===== config.mk =====
export PLATFORM = sky130hd
export DESIGN_NAME = pulse_width_encoder_flat
export DESIGN_NICKNAME = d
export VERILOG_FILES = /design/src/rtl/pulse_width_encoder_if.sv /design/src/rtl/pulse_width_encoder.sv /design/src/flat_wrapper.sv
export SDC_FILE = /design/constraint.sdc
export NUM_CORES = 1
export LEC_CHECK = 0
export ABC_AREA = 1
export BUFFER_PORTS_ARGS = -buffer_cell sky130_fd_sc_hd__buf_4
export CAP_MARGIN = 20
export CELL_PAD_IN_SITES_DETAIL_PLACEMENT = 1
export CELL_PAD_IN_SITES_GLOBAL_PLACEMENT = 1
export CORE_ASPECT_RATIO = 0.6
export CORE_MARGIN = 2
export CORE_UTILIZATION = 46
export DETAILED_ROUTE_END_ITERATION = 8
export GPL_TIMING_DRIVEN = 0
export PLACE_DENSITY_LB_ADDON = 0.08
export SLEW_MARGIN = 20
export SYNTH_ARGS = -nofsm -noshare
export SYNTH_HDL_FRONTEND = slang
export SYNTH_SLANG_ARGS = --single-unit
export TNS_END_PERCENT = 20

===== constraint.sdc =====
create_clock -name clock -period 3.25 [get_ports clock]
set_input_delay 0 -clock clock [delete_from_list [all_inputs] [get_ports clock]]
set_output_delay 0 -clock clock [all_outputs]
set_load 0.01 [all_outputs]

===== src/rtl/pulse_width_encoder_if.sv =====
// Byte handshake between the datapath source and the pulse-width transmitter.
interface pulse_width_encoder_if;
  logic [7:0] data_in;
  logic       data_valid;
  logic       data_ready;

  modport master (
    output data_in,
    output data_valid,
    input  data_ready
  );

  modport slave (
    input  data_in,
    input  data_valid,
    output data_ready
  );
endinterface


===== src/rtl/pulse_width_encoder.sv =====
// Byte-serial pulse-width transmitter: each byte goes out MSB-first as eight
// high pulses (short = 0, long = 1), every pulse followed by a fixed low gap.
module pulse_width_encoder #(
  parameter int SHORT_HIGH = 9,
  parameter int LONG_HIGH  = 18,
  parameter int LOW_GAP    = 9
) (
  input  logic                   clock,
  input  logic                   reset,
  pulse_width_encoder_if.slave   dataIf,
  output logic                   busy,
  output logic                   digital_out
);

  typedef enum logic [1:0] {
    IDLE = 2'd0,
    HIGH = 2'd1,
    LOW  = 2'd2
  } state_t;

  // Counters run down to zero, so every load is the duration minus one.
  localparam logic [7:0] SHORT_LOAD = 8'(SHORT_HIGH - 1);
  localparam logic [7:0] LONG_LOAD  = 8'(LONG_HIGH - 1);
  localparam logic [7:0] GAP_LOAD   = 8'(LOW_GAP - 1);

  state_t     r_state;
  logic [7:0] r_cnt;
  logic [7:0] r_shreg;
  logic [2:0] r_bitsLeft;
  logic       r_digitalOut;

  state_t     w_stateNext;
  logic [7:0] w_cntNext;
  logic [7:0] w_shregNext;
  logic [2:0] w_bitsLeftNext;
  logic [7:0] w_shifted;

  always_ff @(posedge clock or posedge reset) begin
    if (reset) begin
      r_state      <= IDLE;
      r_cnt        <= '0;
      r_shreg      <= '0;
      r_bitsLeft   <= '0;
      r_digitalOut <= 1'b0;
    end else begin
      r_state      <= w_stateNext;
      r_cnt        <= w_cntNext;
      r_shreg      <= w_shregNext;
      r_bitsLeft   <= w_bitsLeftNext;
      r_digitalOut <= (w_stateNext == HIGH);
    end
  end

  always_comb begin
    w_stateNext    = r_state;
    w_cntNext      = r_cnt;
    w_shregNext    = r_shreg;
    w_bitsLeftNext = r_bitsLeft;
    w_shifted      = {r_shreg[6:0], 1'b0};

    unique case (r_state)
      IDLE: begin
        if (dataIf.data_valid) begin
          w_shregNext    = dataIf.data_in;
          w_bitsLeftNext = 3'd7;
          w_cntNext      = dataIf.data_in[7] ? LONG_LOAD : SHORT_LOAD;
          w_stateNext    = HIGH;
        end
      end
      HIGH: begin
        if (r_cnt != 8'd0) begin
          w_cntNext = r_cnt - 8'd1;
        end else begin
          w_cntNext   = GAP_LOAD;
          w_stateNext = LOW;
        end
      end
      LOW: begin
        if (r_cnt != 8'd0) begin
          w_cntNext = r_cnt - 8'd1;
        end else if (r_bitsLeft != 3'd0) begin
          // The width of the next pulse comes from the bit just shifted into the MSB.
          w_shregNext    = w_shifted;
          w_bitsLeftNext = r_bitsLeft - 3'd1;
          w_cntNext      = w_shifted[7] ? LONG_LOAD : SHORT_LOAD;
          w_stateNext    = HIGH;
        end else begin
          w_stateNext = IDLE;
        end
      end
      default: begin
        w_stateNext = IDLE;
      end
    endcase
  end

  assign dataIf.data_ready = (r_state == IDLE);
  assign busy              = (r_state != IDLE);
  assign digital_out       = r_digitalOut;

endmodule


===== src/flat_wrapper.sv =====
// flat-port wrapper written by rule: the top's interface ports become plain ports
module pulse_width_encoder_flat 
#(
  parameter int SHORT_HIGH = 9,
  parameter int LONG_HIGH  = 18,
  parameter int LOW_GAP    = 9
)
  (clock, reset, busy, digital_out, dataIf_data_in, dataIf_data_valid, dataIf_data_ready);
  pulse_width_encoder_if dataIf_i ();
  input  logic clock;
  input  logic reset;
  output logic busy;
  output logic digital_out;
  input wire logic [$bits(dataIf_i.data_in)-1:0] dataIf_data_in;
  input wire logic [$bits(dataIf_i.data_valid)-1:0] dataIf_data_valid;
  output wire logic [$bits(dataIf_i.data_ready)-1:0] dataIf_data_ready;
  assign dataIf_i.data_in = dataIf_data_in;
  assign dataIf_i.data_valid = dataIf_data_valid;
  assign dataIf_data_ready = dataIf_i.data_ready;
  pulse_width_encoder #(.SHORT_HIGH(SHORT_HIGH), .LONG_HIGH(LONG_HIGH), .LOW_GAP(LOW_GAP)) u_core (.clock(clock), .reset(reset), .dataIf(dataIf_i), .busy(busy), .digital_out(digital_out));
endmodule

# After elaboration in Yosys (flattened, before gate mapping)
# Index checks and enable logic that the tools add are counted.
# word_totals
regBits	21
latchBits	0
mem_bits_rw	0
romBits	0
in_bits	11
out_inout_bits	3
word_cells	42
n_memories	0
# op_classes
add_sub_neg	2
n_mul	0
div_mod_pow	0
order_cmp	0
eq_ne	7
n_shift	0
mux	20
n_bitwise	0
n_reduce_logical	8
# ops
op	n
$mux W8	4
$pmux W8 S3	1
$mux W7	3
$pmux W7 S2	1
$mux W5	2
$mux W3	3
$reduce_bool A8 Y1	1
$sub A8 B1 Y8 const B	1
$mux W2	3
$pmux W2 S3	1
$pmux W3 S2	1
$reduce_bool A3 Y1	2
$eq A2 B1 Y1 const B	2
$ne A2 B2 Y1 const B	2
$reduce_and A4 Y1	1
$reduce_bool A2 Y1	2
$ne A3 B1 Y1 const B	1
$reduce_and A3 Y1	1
$sub A3 B1 Y3 const B	1
$eq A2 B2 Y1 const B	1
$logic_not A2 Y1	1
$ne A2 B1 Y1 const B	1
$mux W1	1

# Longest topological paths before layout
# depth
depth_word	5
depth_mapped	10
mapped_depth_nobuf	10

# Least setup slack after synthesis
# Ideal clock, no wire load.
# synth_timing
path_kind	flip-flop to flip-flop
startpoint	register u_core.r_state[0]
endpoint	register u_core.r_shreg[1]
setup_time_ns	0.122
t_arrival_ns	1.399
required_time_ns	3.128
path_slack_ns	1.730
path_stages_with_launch	10
n_path_buf	1
synth_period_minus_slack_ns	1.520
path_cell_list	dfrtp_1 inv_1 ha_1 nand2_1 o21ai_0 nor2_1 nand2_4 buf_6 nand2_2 o21ai_2
# synth_between
elab_chain_cells	3
elab_cells_between_ends	8
classes_between	4 x eq/ne; 1 x mux; 3 x reduce/logical
# synth_lines
item	line	rtl
start, declared	pulse_width_encoder.sv:26	state_t r_state;
start signal, assigned	pulse_width_encoder.sv:46	r_state <= w_stateNext;
$logic_not A2 Y1 (*)	-	
net dataIf_data_ready	flat_wrapper.sv:16	output wire logic [$bits(dataIf_i.data_ready)-1:0] dataIf_data_ready;
$ne A2 B2 Y1 (no line) or $reduce_bool A2 Y1 (tied branches)	-	
$reduce_and A4 Y1 (no line)	-	
end signal, assigned	pulse_width_encoder.sv:48	r_shreg <= w_shregNext;
end, declared	pulse_width_encoder.sv:28	logic [7:0] r_shreg;
# The timed path passes the listed nets; every way through them passes the cells marked *.
# A chain may end at the register's enable or synchronous reset.

# Worst setup path in the final report
# layout_timing
startpoint	register u_core.r_state[0]
endpoint	register u_core.r_cnt[1]
# layout_between
elab_chain_cells	3
elab_cells_between_ends	8
classes_between	4 x eq/ne; 1 x mux; 3 x reduce/logical
# layout_lines
item	line	rtl
$eq A2 B2 Y1, or another cell as far along	pulse_width_encoder.sv:61	unique case (r_state)
$ne A3 B1 Y1 (no line), or another cell as far along	-	
$reduce_and A3 Y1 (no line)	-	
end signal, assigned	pulse_width_encoder.sv:47	r_cnt <= w_cntNext;
end, declared	pulse_width_encoder.sv:27	logic [7:0] r_cnt;
# Parallel ways exist; a longest one is shown, timed or not.

==> impl_metrics.json <==
{
  "timing_worst_slew_pin_value_ns": 0.8381,
  "path_class": "register to register",
  "yosysWarnings": 0,
  "die_y_um": 46.93,
  "skew_ns": 0.008629,
  "synth.ff_latch_count": 21,
  "cp_top_family": "simple AND/OR/NAND/NOR gates",
  "coreArea_um2": 2890,
  "clockBufferDepth": 2,
  "p_int_uw": 358.3,
  "synth_seq_area_share": 0.3720,
  "routed_wirelength_mm": 3.429,
  "p_sw_uw": 98.37,
  "netlist_top_cells_area": "dfrtp_1 (37%), nand2_1 (10%), ha_1 (7.1%)",
  "htree_levels": 1,
  "io_pins": 14,
  "fin_util": 0.5632,
  "yosysTopAreaCellShare": 0.3720,
  "dp_cells": 233,
  "netSwitchingFraction": 0.2154,
  "relSlewSlack": 0.4407,
  "synth_fp_nets": 197,
  "hp-class": "input pin to register",
  "worst_skew_pair.late_latency_ns": 0.27,
  "grt_max_degree": 22,
  "rsz0062_at_grt": "no",
  "drt_iter0_markers": 60,
  "final_common_cell": "nand2_1",
  "diodes": 0,
  "critPathMaxFanout": 5,
  "grt_pass1_wl_mm": 5.782,
  "fin_cells": 239,
  "dp_hpwl_mm": 2.722,
  "clock_power_share": 0.390,
  "clk_pin_slew_ns": 0.08,
  "fin_crit_ns": 1.841,
  "grt_pass1_vias": 1214,
  "portBuffers": 13,
  "slew_viol_final": 0,
  "routedWlPerCell_um": 14.35,
  "leakage_nw": 0.9056,
  "clock_sinks": 21,
  "gp_congestion": 0.7496,
  "area_delta_synth_final_pct": 15.23,
  "routed_via_density": 5.054,
  "drive_above_1_share": 0.2589,
  "setup_viol": 0,
  "timing.final.crit_share": 0.5663,
  "cts_tree": "built",
  "pwr-share-comb": 0.038,
  "die_x_um": 75.54,
  "start_kind": "register",
  "antenna_found_initial": 0,
  "p_per_area_nw_per_um2": 280.5,
  "crit_buf_inv": 2,
  "synth_area_um2": 1413,
  "cts-root-buf": "clkbuf_8",
  "required_ns": 3.44,
  "slowest_delay_ns": 0.46,
  "drc": 0,
  "initial_core_util": 0.4887,
  "crit_slowest_cell": "dfrtp_1",
  "path_common_cell": "nand2_1",
  "hold_violations": 0,
  "rows": 15,
  "setup_ws_ns": 1.409,
  "crit_chain": "inv_1 > ha_1 > inv_2 > nand2_2 > nand2_1 > nor2_2 > nand2_1 > o22ai_1",
  "vdd_drop_max_uv": 195.0,
  "post_cts_resized": 0,
  "syn_inst": 178,
  "arrival_ns": 2.03,
  "drtAntennaViolNets": 0,
  "dp_slack_ns": 1.465,
  "fmax_mhz": 543.3,
  "cap_violations": 0,
  "yosysUniqueCellTypes": 23,
  "grt-ovfl-total": 0,
  "yosys.area.top_type": "dfrtp_1",
  "cts_buffers": 3,
  "num_vias": 1208,
  "die_area_um2": 3545,
  "tns_ns": 0,
  "track_usage": 0.2283,
  "outcome": "finished, final reports clean",
  "cp-end-kind": "register",
  "mostFrequentLayoutCells": "nand2_1 (39), dfrtp_1 (21), inv_1 (20), nand3_1 (16), nor2_1 (14)",
  "dr.pass1.iters": 4,
  "nets": 217,
  "avgSynthCellArea_um2": 7.936,
  "seqPwrFrac": 0.572
}
synthesized netlist by cell type:
master,count
nand4_1,3
inv_2,6
ha_1,8
o21ai_2,8
buf_6,1
or2_2,1
dfrtp_1,21
nor2_8,1
a21oi_2,1
nor2_4,1
o22ai_1,1
mux2i_1,6
nand2_1,39
nor2_1,14
a21oi_1,6
nand2_4,4
buf_2,1
xor2_1,1
nor2_2,4
inv_1,20
nand2_2,7
nand3_1,16
o21ai_0,8
power groups by stage:
stage,Clock (mW),Combinational (mW),Sequential [mW]
5_1_grt,0.194,0.0195,0.261
3_5_place_dp,0,0.0161,0.266
3_3_place_gp,0,0.0155,0.266
4_1_cts,0.187,0.0180,0.261
6_report,0.178,0.0174,0.261
2_1_floorplan,0,0.00485,0.266
cell type report:
type                       instances  area, um2
buffer                             2      16.27
clock buffer                       4      45.04
fill                             375       1262
inverter                          26      97.59
multi-input combinational        129      773.2
sequential                        21      525.5
tap                               42      52.55
timing repair buffer              15      117.6
sequential cells by signal, summed over array words and instances, names as in the netlist:
signal / flops
u_core.digital_out: 1
u_core.r_bitsLeft: 3
u_core.r_state: 2
u_core.r_cnt: 8
u_core.r_shreg: 7
tightest hold or removal path, cell delays in order:
cell and delay [ns]:
buf_4 0.07, mux2i_1 0.06, o21ai_2 0.12
worst paths after layout:
path | start | end | slack [ns] | depth (start not counted)
max in group asynchronous | reset | u_core.r_cnt[2] | 2.28 | 3
min in group asynchronous | reset | u_core.r_shreg[5] | 0.45 | 3
setup / recovery | u_core.r_state[0] | u_core.r_cnt[1] | 1.41 | 8
setup reg to reg | u_core.r_state[0] | u_core.r_cnt[1] | 1.41 | 8
hold reg to reg | u_core.r_shreg[2] | u_core.r_shreg[2] | 0.49 | 2
hold / removal | dataIf_data_in[5] | u_core.r_shreg[5] | 0.02 | 3
through the flow:
stage,power [mW],hold slack [ns],area (um2)
3_3_place_gp,0.2818,0.2169,1563
4_1_cts,0.4656,0.01770,1628
6_report,0.4567,0.01532,1628
3_5_place_dp,0.2823,0.2236,1563
5_1_grt,0.4745,0.03987,1628
2_1_floorplan,0.2711,-0.02347,1413
what timing repair did:
| action | in CTS | in global routing |
|---|---|---|
| hold buffers | 2 | 0 |
| setup buffers | 0 | 0 |
| hold endpoints to repair | 22 | 0 |
logic make-up after synthesis:
logic type,count (synthesis),share of synthesized area
mux,6,0.04252
flops,21,0.3720
simple gates,90,0.3180
xor+xnor,1,0.006201
buf+inv,28,0.08060
compound gates,24,0.1098
fa+ha+maj,8,0.07086
routing by layer:
layer  routed length (um)  part of all wire  up-vias  global-route usage
li1                     -                 -      608                   -
met1                 1793              0.52      577              0.3338
met2                 1494              0.44       20              0.3461
met3                  123             0.036        3             0.05794
met4                   19            0.0055        0             0.04561
met5                    0                 0        -                   0
(Power assumes the default switching activity.)
